$ cat config.mk
export PLATFORM = sky130hd
export DESIGN_NAME = deserializer_lanes_flat
export DESIGN_NICKNAME = d
export VERILOG_FILES = /design/src/rtl/deserializer_lanes_if.sv /design/src/rtl/deserializer_lanes.sv /design/src/flat_wrapper.sv
export SDC_FILE = /design/constraint.sdc
export NUM_CORES = 1
export LEC_CHECK = 0
export BUFFER_PORTS_ARGS = -buffer_cell sky130_fd_sc_hd__buf_4
export CAP_MARGIN = 0
export CORE_ASPECT_RATIO = 0.7
export CORE_MARGIN = 2
export CORE_UTILIZATION = 45
export DETAILED_ROUTE_END_ITERATION = 6
export SYNTH_ARGS = -nofsm -noshare
export SYNTH_HDL_FRONTEND = slang
export SYNTH_SLANG_ARGS = --single-unit
$ cat constraint.sdc
create_clock -name clk_i -period 2.35 [get_ports clk_i]
set_clock_uncertainty 0.2 [all_clocks]
set_input_delay 0.47 -clock clk_i [delete_from_list [all_inputs] [get_ports clk_i]]
set_output_delay 0.47 -clock clk_i [all_outputs]
set_load 0.03 [all_outputs]
$ cat src/rtl/deserializer_lanes_if.sv
// Beat-in / word-out handshake bundle for deserializer_lanes.
// ovf_cnt_o exists only when DESERIALIZER_LANES_OVF_CNT_EN is defined.
interface deserializer_lanes_if #(
    parameter int DATA_W = 16,
    parameter int LANE_W = 1
);
    localparam int LEN_W = $clog2(DATA_W + 1);

    logic [LANE_W-1:0] data_i;
    logic              data_val_i;
    logic              data_last_i;
    logic              data_ready_o;
    logic [DATA_W-1:0] deser_data_o;
    logic [LEN_W-1:0]  deser_len_o;
    logic              deser_data_val_o;
    logic              deser_data_ready_i;

`ifdef DESERIALIZER_LANES_OVF_CNT_EN
    logic [15:0]       ovf_cnt_o;

    modport slave (
        input  data_i, data_val_i, data_last_i, deser_data_ready_i,
        output data_ready_o, deser_data_o, deser_len_o, deser_data_val_o, ovf_cnt_o
    );

    modport master (
        output data_i, data_val_i, data_last_i, deser_data_ready_i,
        input  data_ready_o, deser_data_o, deser_len_o, deser_data_val_o, ovf_cnt_o
    );
`else
    modport slave (
        input  data_i, data_val_i, data_last_i, deser_data_ready_i,
        output data_ready_o, deser_data_o, deser_len_o, deser_data_val_o
    );

    modport master (
        output data_i, data_val_i, data_last_i, deser_data_ready_i,
        input  data_ready_o, deser_data_o, deser_len_o, deser_data_val_o
    );
`endif
endinterface

$ cat src/rtl/deserializer_lanes.sv
// Collects LANE_W-bit beats into DATA_W-bit words with last-flush and output back-pressure.
// Optional stall counter ovf_cnt_o: define DESERIALIZER_LANES_OVF_CNT_EN.
module deserializer_lanes #(
    parameter int DATA_W    = 16,
    parameter int LANE_W    = 1,
    parameter bit MSB_FIRST = 1'b1
) (
    input logic                 clk_i,
    input logic                 srst_n_i,
    deserializer_lanes_if.slave bus
);
    localparam int BEATS = DATA_W / LANE_W;
    localparam int CNT_W = (BEATS > 1) ? $clog2(BEATS) : 1;
    localparam int LEN_W = $clog2(DATA_W + 1);
    localparam logic [CNT_W-1:0] LAST_CNT = CNT_W'(BEATS - 1);

    logic [CNT_W-1:0]  cnt;
    logic [DATA_W-1:0] asm_q;
    logic [DATA_W-1:0] asm_shift;
    logic [DATA_W-1:0] word_aligned;
    logic [LEN_W-1:0]  len_next;
    logic [LEN_W-1:0]  pad;
    logic [DATA_W-1:0] data_q;
    logic [LEN_W-1:0]  len_q;
    logic              val_q;
    logic              ready;
    logic              accept;
    logic              complete;

    assign ready    = !val_q || bus.deser_data_ready_i;
    assign accept   = bus.data_val_i && ready;
    assign complete = accept && ((cnt == LAST_CNT) || bus.data_last_i);
    assign len_next = LEN_W'((int'(cnt) + 1) * LANE_W);
    assign pad      = LEN_W'(DATA_W) - len_next;

    // Partial words are justified toward the end the first beat landed in.
    always_comb begin
        asm_shift    = '0;
        word_aligned = '0;
        if (MSB_FIRST) begin
            asm_shift    = (asm_q << LANE_W) | DATA_W'(bus.data_i);
            word_aligned = asm_shift << pad;
        end else begin
            asm_shift    = (asm_q >> LANE_W) | (DATA_W'(bus.data_i) << (DATA_W - LANE_W));
            word_aligned = asm_shift >> pad;
        end
    end

    always_ff @(posedge clk_i) begin
        if (!srst_n_i) begin
            cnt    <= '0;
            asm_q  <= '0;
            data_q <= '0;
            len_q  <= '0;
            val_q  <= 1'b0;
        end else begin
            if (accept) begin
                if (complete) begin
                    cnt   <= '0;
                    asm_q <= '0;
                end else begin
                    cnt   <= cnt + CNT_W'(1);
                    asm_q <= asm_shift;
                end
            end
            // A fresh word wins over a handshake so consecutive words leave no bubble.
            if (complete) begin
                data_q <= word_aligned;
                len_q  <= len_next;
                val_q  <= 1'b1;
            end else if (val_q && bus.deser_data_ready_i) begin
                val_q  <= 1'b0;
            end
        end
    end

    assign bus.data_ready_o     = ready;
    assign bus.deser_data_o     = data_q;
    assign bus.deser_len_o      = len_q;
    assign bus.deser_data_val_o = val_q;

`ifdef DESERIALIZER_LANES_OVF_CNT_EN
    logic [15:0] ovf_cnt;

    always_ff @(posedge clk_i) begin
        if (!srst_n_i) begin
            ovf_cnt <= '0;
        end else if (bus.data_val_i && !ready && (ovf_cnt != 16'hFFFF)) begin
            ovf_cnt <= ovf_cnt + 16'd1;
        end
    end

    assign bus.ovf_cnt_o = ovf_cnt;
`endif
endmodule

$ cat src/flat_wrapper.sv
// flat-port wrapper written by rule: the top's interface ports become plain ports
module deserializer_lanes_flat 
#(
    parameter int DATA_W    = 16,
    parameter int LANE_W    = 1,
    parameter bit MSB_FIRST = 1'b1
)
  (clk_i, srst_n_i, bus_data_i, bus_data_val_i, bus_data_last_i, bus_deser_data_ready_i, bus_data_ready_o, bus_deser_data_o, bus_deser_len_o, bus_deser_data_val_o);
  deserializer_lanes_if #(.DATA_W(DATA_W), .LANE_W(LANE_W)) bus_i ();
  input logic clk_i;
  input logic srst_n_i;
  input wire logic [$bits(bus_i.data_i)-1:0] bus_data_i;
  input wire logic [$bits(bus_i.data_val_i)-1:0] bus_data_val_i;
  input wire logic [$bits(bus_i.data_last_i)-1:0] bus_data_last_i;
  input wire logic [$bits(bus_i.deser_data_ready_i)-1:0] bus_deser_data_ready_i;
  output wire logic [$bits(bus_i.data_ready_o)-1:0] bus_data_ready_o;
  output wire logic [$bits(bus_i.deser_data_o)-1:0] bus_deser_data_o;
  output wire logic [$bits(bus_i.deser_len_o)-1:0] bus_deser_len_o;
  output wire logic [$bits(bus_i.deser_data_val_o)-1:0] bus_deser_data_val_o;
  assign bus_i.data_i = bus_data_i;
  assign bus_i.data_val_i = bus_data_val_i;
  assign bus_i.data_last_i = bus_data_last_i;
  assign bus_i.deser_data_ready_i = bus_deser_data_ready_i;
  assign bus_data_ready_o = bus_i.data_ready_o;
  assign bus_deser_data_o = bus_i.deser_data_o;
  assign bus_deser_len_o = bus_i.deser_len_o;
  assign bus_deser_data_val_o = bus_i.deser_data_val_o;
  deserializer_lanes #(.DATA_W(DATA_W), .LANE_W(LANE_W), .MSB_FIRST(MSB_FIRST)) u_core (.clk_i(clk_i), .srst_n_i(srst_n_i), .bus(bus_i));
endmodule
---- Word level (Yosys, flattened, before mapping) ----
Index checks and enable logic that the tools add are counted.
storage, ports and cells
  register bits after elaboration ......... 41
  output and inout bits ................... 23
  logic and storage cells ................. 22
cells by class
  $add $sub $neg .......................... 3
  eq/ne operators ......................... 1
  shifts and indexed selects .............. 1
  mux-type cells .......................... 4
  bitwise logic cells ..................... 1
  reduce and logical (&&, ||, !) cells .... 7
operator list
  operator             count
  $or 16x1->16         1
  $shl 16x5->16        1
  $mux 15              1
  $add 4x1->5 const B  1
  $sub 5x5->5 const A  1
  $add 4x1->4 const B  1
  $eq 4x4->1 const B   1
  $mux 4               1
  $logic_and 1x1->1    3
  $logic_or 1x1->1     2
  $mux 1               2
  $reduce_bool 2->1    1
  $logic_not 1->1      1

---- Logic depth before layout (Yosys ltp) ----
  depth in word-level cells ............... 5
  gate-level depth with buffers ........... 8
  gate-level depth less buffers ........... 6

---- Worst setup path before layout ----
No wires, ideal clock.
  path kind ............................... reg2reg
  from .................................... register u_core.cnt[0]
  to ...................................... register u_core.data_q[14], in the netlist u_core.bus.deser_data_o[14]
  library setup time ...................... 0.123 ns
  arrival ................................. 1.771 ns
  data required time ...................... 2.027 ns
  slack ................................... 0.256 ns
  stages on the path, launching flop included .. 9
  cells stage by stage .................... dfxtp_1 > ha_1 > buf_6 > and4bb_1 > a211oi_2 > or3_1 > buf_6 > a41oi_1 > o21ai_1
between the ends
  word-level cells in the longest chain between the ends .. 3
  elaborated cells on any way between the ends .. 6
  classes of those cells .................. add/sub: 2; eq/ne: 1; shift: 1; reduce/logical: 2
RTL lines
  what                          line                      text
  from (decl)                   deserializer_lanes.sv:17  logic [CNT_W-1:0] cnt;
  from (signal assigned)        deserializer_lanes.sv:62  cnt <= cnt + CNT_W'(1);
  $add 4x1->5                   deserializer_lanes.sv:33  assign len_next = LEN_W'((int'(cnt) + 1) * LANE_W);
  named net u_core.len_next[1]  deserializer_lanes.sv:21  logic [LEN_W-1:0] len_next;
  $sub 5x5->5                   deserializer_lanes.sv:34  assign pad = LEN_W'(DATA_W) - len_next;
  $shl 16x5->16                 deserializer_lanes.sv:42  word_aligned = asm_shift << pad;
  to (signal assigned)          deserializer_lanes.sv:68  data_q <= word_aligned;
  to (decl)                     deserializer_lanes.sv:23  logic [DATA_W-1:0] data_q;
The timed path passes the listed nets, and every way through them passes these cells.
A chain may end at the register's enable or synchronous reset.

---- Worst setup path in the final report ----
Same ends and word-level chain as after synthesis.

==> run_results.csv <==
group,metric,value,unit
die,num_rows,23,
clock_tree,clk_path_buf_depth,2,
grt,gr-usage-all-layers,21.5,%
flow_run,cap_viol_max_count,0,
route,finalWirelength,6660,um
placed_design,dp_hpwl,4760,um
logic_synthesis,syn_area,0.00264,mm^2
route,vias,2308,
placed_design,post_dp_cell_area,0.00289,mm^2
setup_path,path_class,"reg -> reg",
setup_path,crit_family,"simple AND/OR/NAND/NOR gates",
cells_and_area,drive_above_1_share,32.6,%
cells_and_area,fill_cells,529,
pwr,power,1.38,mW
setup_path,max_stage_delay,0.46,ns
route,vias_per_cell,5.90,
logic_synthesis,avgSynthCellArea,9.28,um^2
cells_and_area,final_area,0.00302,mm^2
outcome,outcome,"finished, final reports clean",
logic_synthesis,yosys-top-cells-count,"nand2_1 (47), dfxtp_1 (41), a21oi_1 (27)",
die,boundaryPins,29,
logic_synthesis,synth-edff-count,0,
logic_synthesis,synthCells,284,
route,first_pass_iters,5,
route,wl_per_cell,17.0,um
cells_and_area,area_delta_synth_final,14.4,%
logic_synthesis,synth_top_cell_area_share,31.1,%
placed_design,dp.cells,382,
die,coreArea,0.00570,mm^2
grt,grt_pass1_wl,10800,um
pwr,powerDensity,456,mW/mm^2
logic_synthesis,async_flop_share,0,%
logic_synthesis,synth_warnings,0,
setup_path,timing.critical_path.buf_inv,0,
cells_and_area,post-route-util,52.9,%
timing,max_freq,0.450,GHz
clock_tree,cts_inserted_buffers,5,
pwr,ir_drop,0.000319,V
setup_path,path_max_fanout,8,
pwr,leakagePower,1.09,nW
grt,grt_max_degree,34,
timing,hold-worst-slack,0.224,ns
die,dieArea,0.00650,mm^2
timing,setup_ws,0.128,ns
grt,overflow,0,
timing,relSlewSlack,69.4,%
logic_synthesis,yosysSeqAreaShare,31.1,%
clock_tree,cts_tree,"done",
route,remaining_drc_errors,0,
timing,rsz0062_at_grt,"no",
route,ant_nets,0,
placed_design,gp_congestion,0.883,
cells_and_area,diodes,0,
timing,hold_violations,0,
timing,fin_crit_sh,94.6,%
min_path,hp-class,"in -> reg",
clock_tree,cts.htree.levels,2,
logic_synthesis,synth.largest_area_cell,"dfxtp_1",
setup_path,crit_chain,"ha_1 -> and4bb_1 -> a211oi_4 -> or3_1 -> a41oi_1 -> o21ai_1",
setup_path,end_kind,"flip-flop",
clock_tree,holdBufCountCts,0,
placed_design,pre_cts_slack,0.150,ns
logic_synthesis,synth_most_common_cell,"nand2_1",
clock_tree,clockRootBuffer,"clkbuf_8",
setup_path,required,2.33,ns
cells_and_area,layout.nets,322,
setup_path,crit_arrival,2.20,ns
clock_tree,clk_latency,0.30,ns
timing,tns,0,ns
clock_tree,cts.sinks,41,
logic_synthesis,ys_types,60,
setup_path,crit_slowest_cell,"or3_1",
timing,slew_viol_final,0,
timing,finalCriticalPeriod,2.22,ns
logic_synthesis,ys_seq_elements,41,
logic_synthesis,syn_nets,291,
timing,setup_viol,0,
cells_and_area,final_cells,391,
timing,worst_pin_slew,0.459,ns
die,die_y,68.0,um
logic_synthesis,synthTopCellsByArea,"dfxtp_1 (31%), nand2_1 (6.7%), mux4_2 (6.0%), a21oi_1 (5.1%), buf_6 (3.8%)",
route,drtIter0Drc,162,
die,floorplan.initialDensity,46.3,%
grt,grt_pass1_vias,2050,
grt,antenna_found_initial,0,
setup_path,critPathLaunchType,"flip-flop",
die,die_w,95.5,um
placed_design,io_buffers,28,
clock_tree,clk_pin_slew,0.08,ns
logic_synthesis,ys.flop_type,"dfxtp_1",
-- cell type report --
type                    count  area, um^2  share of cell area [%]
inverters                   3        11.3                   0.373
repair buffers             49         397                    13.1
well taps                  75        93.8                    3.11
clock buffers               6        72.6                    2.41
flip-flops and latches     41         821                    27.2
multi-input cells         215        1610                    53.4
clock inverters             2        10.0                   0.332
-- cell families after synthesis --
family          count (synthesis)  synth area share [%]
mux                            26                  16.8
buf+inv                        28                  8.64
simple gates                  109                  20.5
fa+ha+maj                       1                 0.475
flops                          41                  31.1
compound gates                 77                  21.8
xor+xnor                        2                 0.665
-- path summary, 6_finish.rpt --
check,cells past startpoint,slack (ns),from,end
setup reg to reg,6,0.13,u_core.cnt[0],u_core.bus.deser_data_o[14]
setup / recovery,6,0.13,u_core.cnt[0],u_core.bus.deser_data_o[14]
hold / removal,2,0.22,srst_n_i,u_core.bus.deser_data_o[5]
hold reg to reg,2,0.26,u_core.bus.deser_len_o[1],u_core.bus.deser_len_o[1]
-- where the power goes --
group          internal, mW  switching [mW]
Combinational        0.0797           0.129
Sequential            0.703         0.00652
Clock                 0.206           0.253
-- worst register-to-register path: stages (launching register included) --
cell      delay [ns]
dfxtp_1         0.32
ha_1            0.35
and4bb_1        0.33
a211oi_4        0.08
or3_1           0.46
a41oi_1         0.26
o21ai_1         0.10
-- cells in the final DEF, fill, tap and decap left out, types with 5 or more instances in the layout --
master,Yosys,layout
o211ai_1,6,6
nor2_1,12,12
mux2i_1,6,6
a21oi_1,27,27
nand3_1,19,19
nand4_1,6,6
mux4_2,7,7
nand2_1,47,47
mux2_2,6,6
buf_4,3,46
dfxtp_1,41,41
clkbuf_8,1,5
a211oi_1,6,6
a21oi_2,7,7
o211ai_2,7,7
-- sequential cells by signal (all words and copies together), names as in the netlist --
register,cells
u_core.bus.deser_data_o,16
u_core.asm_q,15
u_core.bus.deser_len_o,5
u_core.cnt,4
u_core.bus.deser_data_val_o,1
-- per-layer routing --
metal	wire length (um)	vias to the layer above	global-route usage (%)	share of wire [%]
met1	3090	1106	32.1	46
met2	3020	80	32.7	45
met3	507	7	4.19	7.6
li1	-	1115	-	-
met5	0	-	0	0
met4	44	0	3.93	0.66
-- repair_timing --
action,in CTS,in global routing
resized for setup,0,4
setup buffers,0,1
endpoints found under the setup margin,0,11
Note: power is estimated with default switching activity, not from simulation.
